$ cat src/rtl/wave_step_counter.sv
// ---------------------------------------------------------------------------
// wave_step_counter
//
// Phase/step counter feeding the waveform lookup and shaping stages. Each
// enabled cycle the count moves by a (clamped) step according to one of four
// run modes: wrap-up, wrap-down, bounce (triangle) and saturate-up. A
// synchronous load overrides stepping, and a one-cycle wrap pulse marks counts
// that came out of a boundary event. The direction flag only matters in
// bounce mode but is retained across mode changes.
//
// Optional build macro: WAVE_STEP_COUNTER_SYNC_EN
//   When defined, adds sync_i, a hard oscillator sync that has the highest
//   priority and forces the count back to reset_val_p with a wrap pulse.
//
// Parameters:
//   max_val_p   - largest count value (count range 0..max_val_p), >= 1
//   width_p     - width of count, step and load value
//   reset_val_p - count value after reset, <= max_val_p
//
// Ports:
//   clk_i      - clock, all state updates on the rising edge
//   reset_i    - asynchronous active-high reset
//   sync_i     - hard sync (only with WAVE_STEP_COUNTER_SYNC_EN)
//   en_i       - advance the count by step_i this cycle
//   step_i     - step size, clamped to max_val_p, 0 holds the count
//   mode_i     - 00 wrap-up, 01 wrap-down, 10 bounce, 11 saturate-up
//   load_v_i   - load load_val_i into the count (overrides en_i)
//   load_val_i - load value, clamped to max_val_p
//   count_no   - combinational next count (what count_o takes next edge)
//   count_o    - registered count
//   dir_o      - registered direction, 0 = up, 1 = down
//   wrap_o     - registered boundary pulse for the current count_o
// ---------------------------------------------------------------------------
module wave_step_counter #(
   parameter int max_val_p   = 15,
   parameter int width_p     = $clog2(max_val_p + 1),
   parameter int reset_val_p = 0
) (
   input  logic               clk_i,
   input  logic               reset_i,
`ifdef WAVE_STEP_COUNTER_SYNC_EN
   input  logic               sync_i,
`endif
   input  logic               en_i,
   input  logic [width_p-1:0] step_i,
   input  logic [1:0]         mode_i,
   input  logic               load_v_i,
   input  logic [width_p-1:0] load_val_i,
   output logic [width_p-1:0] count_no,
   output logic [width_p-1:0] count_o,
   output logic               dir_o,
   output logic               wrap_o
);

   typedef enum logic [1:0] {
      MODE_WRAP_UP   = 2'b00,
      MODE_WRAP_DOWN = 2'b01,
      MODE_BOUNCE    = 2'b10,
      MODE_SATURATE  = 2'b11
   } mode_t;

   // All arithmetic is done one bit wider than the count so that sums,
   // the full period (max+1) and the bounce reflection point (2*max) fit.
   localparam logic [width_p:0]   max_ext     = (width_p + 1)'(max_val_p);
   localparam logic [width_p:0]   span_ext    = (width_p + 1)'(max_val_p + 1);
   localparam logic [width_p:0]   twice_max   = (width_p + 1)'(2 * max_val_p);
   localparam logic [width_p-1:0] reset_count = width_p'(reset_val_p);

   mode_t              mode;
   logic [width_p:0]   step_ext;
   logic [width_p:0]   step_sat;
   logic [width_p:0]   count_ext;
   logic [width_p:0]   sum_ext;
   logic [width_p:0]   load_ext;
   logic [width_p-1:0] next_count;
   logic               next_dir;
   logic               next_wrap;

   assign mode = mode_t'(mode_i);

   // Next-state logic. Priority is sync (optional) > load > enable > hold.
   // Holding clears the wrap pulse but keeps count and direction. Bounce
   // mode reflects any overshoot off the end points; landing exactly on an
   // end point turns around without signalling a wrap.
   always_comb begin
      step_ext   = {1'b0, step_i};
      step_sat   = (step_ext > max_ext) ? max_ext : step_ext;
      count_ext  = {1'b0, count_o};
      sum_ext    = count_ext + step_sat;
      load_ext   = {1'b0, load_val_i};
      next_count = count_o;
      next_dir   = dir_o;
      next_wrap  = 1'b0;

`ifdef WAVE_STEP_COUNTER_SYNC_EN
      if (sync_i) begin
         next_count = reset_count;
         next_dir   = 1'b0;
         next_wrap  = 1'b1;
      end else
`endif
      if (load_v_i) begin
         next_count = (load_ext > max_ext) ? width_p'(max_ext) : load_val_i;
         next_dir   = 1'b0;
         next_wrap  = 1'b0;
      end else if (en_i) begin
         case (mode)
            MODE_WRAP_UP: begin
               if (sum_ext > max_ext) begin
                  next_count = width_p'(sum_ext - span_ext);
                  next_wrap  = 1'b1;
               end else begin
                  next_count = width_p'(sum_ext);
               end
            end
            MODE_WRAP_DOWN: begin
               if (step_sat > count_ext) begin
                  next_count = width_p'(count_ext + span_ext - step_sat);
                  next_wrap  = 1'b1;
               end else begin
                  next_count = width_p'(count_ext - step_sat);
               end
            end
            MODE_BOUNCE: begin
               if (!dir_o) begin
                  if (sum_ext > max_ext) begin
                     next_count = width_p'(twice_max - sum_ext);
                     next_dir   = 1'b1;
                     next_wrap  = 1'b1;
                  end else if (sum_ext == max_ext) begin
                     next_count = width_p'(max_ext);
                     next_dir   = 1'b1;
                  end else begin
                     next_count = width_p'(sum_ext);
                  end
               end else begin
                  if (step_sat > count_ext) begin
                     next_count = width_p'(step_sat - count_ext);
                     next_dir   = 1'b0;
                     next_wrap  = 1'b1;
                  end else if (step_sat == count_ext) begin
                     next_count = '0;
                     next_dir   = 1'b0;
                  end else begin
                     next_count = width_p'(count_ext - step_sat);
                  end
               end
            end
            MODE_SATURATE: begin
               if (sum_ext >= max_ext) begin
                  next_count = width_p'(max_ext);
                  next_wrap  = (count_ext < max_ext);
               end else begin
                  next_count = width_p'(sum_ext);
               end
            end
            default: begin
               next_count = count_o;
            end
         endcase
      end
   end

   assign count_no = next_count;

   // State register; reset clears any pending wrap pulse immediately.
   always_ff @(posedge clk_i or posedge reset_i) begin
      if (reset_i) begin
         count_o <= reset_count;
         dir_o   <= 1'b0;
         wrap_o  <= 1'b0;
      end else begin
         count_o <= next_count;
         dir_o   <= next_dir;
         wrap_o  <= next_wrap;
      end
   end

endmodule

$ cat config.mk
export PLATFORM = sky130hd
export DESIGN_NAME = wave_step_counter
export DESIGN_NICKNAME = d
export VERILOG_FILES = /design/src/rtl/wave_step_counter.sv
export SDC_FILE = /design/constraint.sdc
export NUM_CORES = 1
export LEC_CHECK = 0
export BUFFER_PORTS_ARGS = -buffer_cell sky130_fd_sc_hd__buf_2
export CORE_ASPECT_RATIO = 1.75
export CORE_MARGIN = 2
export CORE_UTILIZATION = 32
export DETAILED_ROUTE_END_ITERATION = 10
export GPL_TIMING_DRIVEN = 0
export RECOVER_POWER = 25
export SETUP_SLACK_MARGIN = 0.15
export SYNTH_ARGS = -nofsm -noshare
export SYNTH_HDL_FRONTEND = slang
export SYNTH_SLANG_ARGS = --single-unit
$ cat constraint.sdc
create_clock -name clk_i -period 2.75 [get_ports clk_i]
set_input_delay 0.275 -clock clk_i [delete_from_list [all_inputs] [get_ports clk_i]]
set_output_delay 0.275 -clock clk_i [all_outputs]
set_load 0.03 [all_outputs]
==> results.md <==
* Synth Net Count at 184
* First-pass GRT wire length at 6820 um
* Syn avg cell area at approximately 7.7 um2
* Total CTS buffers at 3
* Peak Freq at about 0.32 GHz
* Core Region at 3590 um2
* Worst path slowest cell: fa_2
* Worst-path clk slew at 0.04 ns
* Int Power at 0.000491 W
* Synth Instances at 155
* Placer Congestion at slightly below 0.9
* DPL Wire Length at between 3000 and 4000 um
* Post-synthesis sequential area ratio at 0.126
* Failing checks: negative setup slack
* Sw Pwr at around 0.00045 W
* Worst-Skew Late Latency at around 0.22 ns
* Lkg Pwr at 0.715 nW
* # IOs at 24
* Capturing point of the worst reg2reg path: dir_o
* Status: finished with violations
* Vias in the first global route at between 1000 and 1500
* Worst reg2reg startpoint: count_o[0]
* Clock root cell: clkbuf_8
* RSZ-0062 raised after global routing: true
* Post-Synth Adder-Cell Area at 0.176
* Tmin final at between 3 and 4 ns
* Synth warn at 0
* Crit path required time at between 2 and 2.5 ns
* Setup crit start: count_o[0]
* Die Area at about 4200 um2
* Max-slew violations at 0
* CP Capture Type: output port
* Layout cells sized above 1 at 0.378
* Post-synth EDFFs at 0
* H-tree levels at 1
* Fin worst setup slack at -0.387 ns
* Vias at roughly 1400
* Area growth syn-to-layout at 41.0%
* Area leader, netlist: dfrtp_1
* DIE HEIGHT at roughly 85 um
* Pin count of the biggest net entering global routing at 11
* Antenna diode count at 0
* Post-Place Cells at between 200 and 250
* Number of max-cap violations at 0
* Synthesized area at about 1200 um2
* Critical-path maximum fanout at 2
* Largest family of logic cells by synthesized area: compound AO/OA/AOI/OAI gates
* GRT overflow at 0
* Yosys top cell area share at 0.126
* Cell Pwr Density at around 560 nW/um2
* Worst stage delay on the critical path at ~0.59 ns
* IO Port Bufs at 22
* Area of the multi-input gates at approximately 1100 um2
* Worst slew pin tran at roughly 0.48 ns
* Longest Clk Path Bufs at 2
* Clock sinks at 6
* Setup violators final at 4
* Total track usage at 0.212
* Crit path top cell by count: ha_4
* Synth cell types at 47
* Logic pwr share at 0.725
* Cell Rows at 29
* Synth top cells by count: inv_1 (16), ha_1 (12), nand2_1 (12), nor2_1 (12), o21ai_0 (12)
* Post-synthesis mux area share at 0.0336
* Nets at ~230
* Asr flop ratio synth at 1.00
* Sw Ratio at 0.478
* Simple-Gate Fraction of Synth Area at 0.218
* Critical path, cell by cell: ha_4 > fa_2 > ha_4 > or4b_4 > o211ai_1 > xnor2_1 > a311oi_2 > o21ai_2 > buf_6
* Cells on worst reg2reg path at 10
* Compound-gate portion of the synthesized area at 0.291
* Synth area leaders: dfrtp_1 (13%), ha_1 (13%), fa_1 (5.0%)
* Drt first pass iters at 4
* #FFs+latches synth at 6
* Iteration-0 DRC Markers at between 40 and 50
* Total power at about 0.00094 W
* XOR/XNOR Fraction of Synth Area at 0.0662
* Register area at roughly 150 um2
* Final Non-Filler Cells at roughly 240
* Slew margin rel. at 0.677
* Clk pwr share at 0.144
* Hold Crit Class: in2reg
* Final Skew at approximately 0.0032 ns
* Worst Path Arrival at about 2.9 ns
* Initial antenna violation count at 0
* Antenna Violating Nets Remaining at 0
* Final hold vios at 0
* Vias/cell at ~5.6
* CTS tree: done
* Worst Setup Start Kind: flip-flop
* Sequential share of power at 0.132
* Starting Density at 0.332
* Die width at 50.1 um
* Post-Route WL at just over 4000 um
* Synth Flop Type: dfrtp_1
* Setup crit end: count_no[3]
* Peak supply drop at between 0.0003 and 0.0004 V
* R2r setup slk at 0.04 ns
* Fillcell total at 347
* Critical path class: reg2out
* Average wire per standard cell at between 15 and 20 um
* DRC viols at 0
* Fin crit share at 1.14
* Count leader, synth: inv_1
[worst max-delay path: cells and delay by family (launching register included)]
family	cells	cell delay (ns)
compound gates	3	0.57
xor+xnor	1	0.12
buf+inv	1	0.15
fa+ha+maj	3	0.91
flops	1	0.42
simple gates	1	0.46
[area by class of cell]
class                      instances  share of cell area
buffer                             8              0.0246
multi-input combinational        124               0.636
inverter                          17              0.0380
tap                               46              0.0343
clock buffer                       4              0.0268
sequential                         6              0.0917
timing repair buffer              37               0.149
[flip-flops by register name, summed over array words and instances (netlist names)]
register and count:
wrap_o 1, dir_o 1, count_o 4
[through the flow]
step	hold slack [ns]	util	instance area [um2]	TNS, ns	worst slack, ns
2_1_floorplan	0.0659	-	1240	-0.0808	-0.0808
3_3_place_gp	0.202	0.391	1400	-0.639	-0.295
3_5_place_dp	0.207	0.391	1400	-0.623	-0.301
4_1_cts	0.307	0.453	1630	-0.980	-0.389
5_1_grt	0.312	0.467	1680	-1.42	-0.438
6_report	0.320	0.467	1680	-1.02	-0.387
[metal layers]
| metal | up-vias | routed length [um] | track usage |
|---|---|---|---|
| met5 | - | 0 | 0 |
| met4 | 0 | 299 | 0.139 |
| met3 | 23 | 155 | 0.0445 |
| met2 | 59 | 2260 | 0.397 |
| met1 | 623 | 1370 | 0.197 |
| li1 | 647 | - | - |
[worst min path at each step]
stage / from / end / depth (start not counted)
after global placement: reset_i / count_o[1] / 2
after detailed placement: reset_i / count_o[1] / 2
after floorplan: reset_i / count_o[1] / 1
final: load_val_i[2] / count_o[2] / 3
after CTS: load_val_i[3] / count_o[3] / 3
after global routing: load_val_i[2] / count_o[2] / 3
[cell families (layout without fill, tap and decap cells)]
group                    after synthesis  count (layout)
AO/OA/AOI/OAI                         49              49
XOR/XNOR                               6               6
adder cells (fa/ha/maj)               15              15
buffers and inverters                 25              66
flip-flops                             6               6
multiplexers                           4               4
AND/OR/NAND/NOR                       50              50
[cells in the final DEF (no fill, tap or decap), drive strengths merged, types with 2 or more instances in the layout]
master / Yosys / layout
clkbuf: 4 / 8
dfrtp: 6 / 6
inv: 17 / 17
o211ai: 2 / 2
o2111ai: 2 / 2
nand4: 2 / 2
nand3: 4 / 4
a221oi: 3 / 3
ha: 12 / 12
fa: 3 / 3
nand2: 12 / 12
or3: 2 / 2
buf: 4 / 40
nor2b: 4 / 4
xor2: 2 / 2
a21oi: 11 / 11
a211oi: 4 / 4
a311oi: 2 / 2
nor3: 3 / 3
o311ai: 2 / 2
nor2: 12 / 12
o21ai: 13 / 13
xnor2: 4 / 4
nand2b: 6 / 6
mux2i: 4 / 4
[power by group through the flow]
| stage | logic, W | registers (W) | clock network (W) |
|---|---|---|---|
| final | 0.000681 | 0.000124 | 0.000135 |
| after floorplan | 0.000385 | 0.000140 | 0 |
| after global placement | 0.000546 | 0.000125 | 0 |
| after detailed placement | 0.000545 | 0.000126 | 0 |
| after CTS | 0.000643 | 0.000124 | 0.000139 |
| after global routing | 0.000735 | 0.000126 | 0.000147 |
[timing repair]
item,CTS,global route
endpoints found under the hold margin,6,0
buffers inserted,11,3
endpoints found under the setup margin,7,8
hold buffers,1,0
gates resized for setup,22,7
pin swaps,16,6
Power figures use the tool's default switching activity.
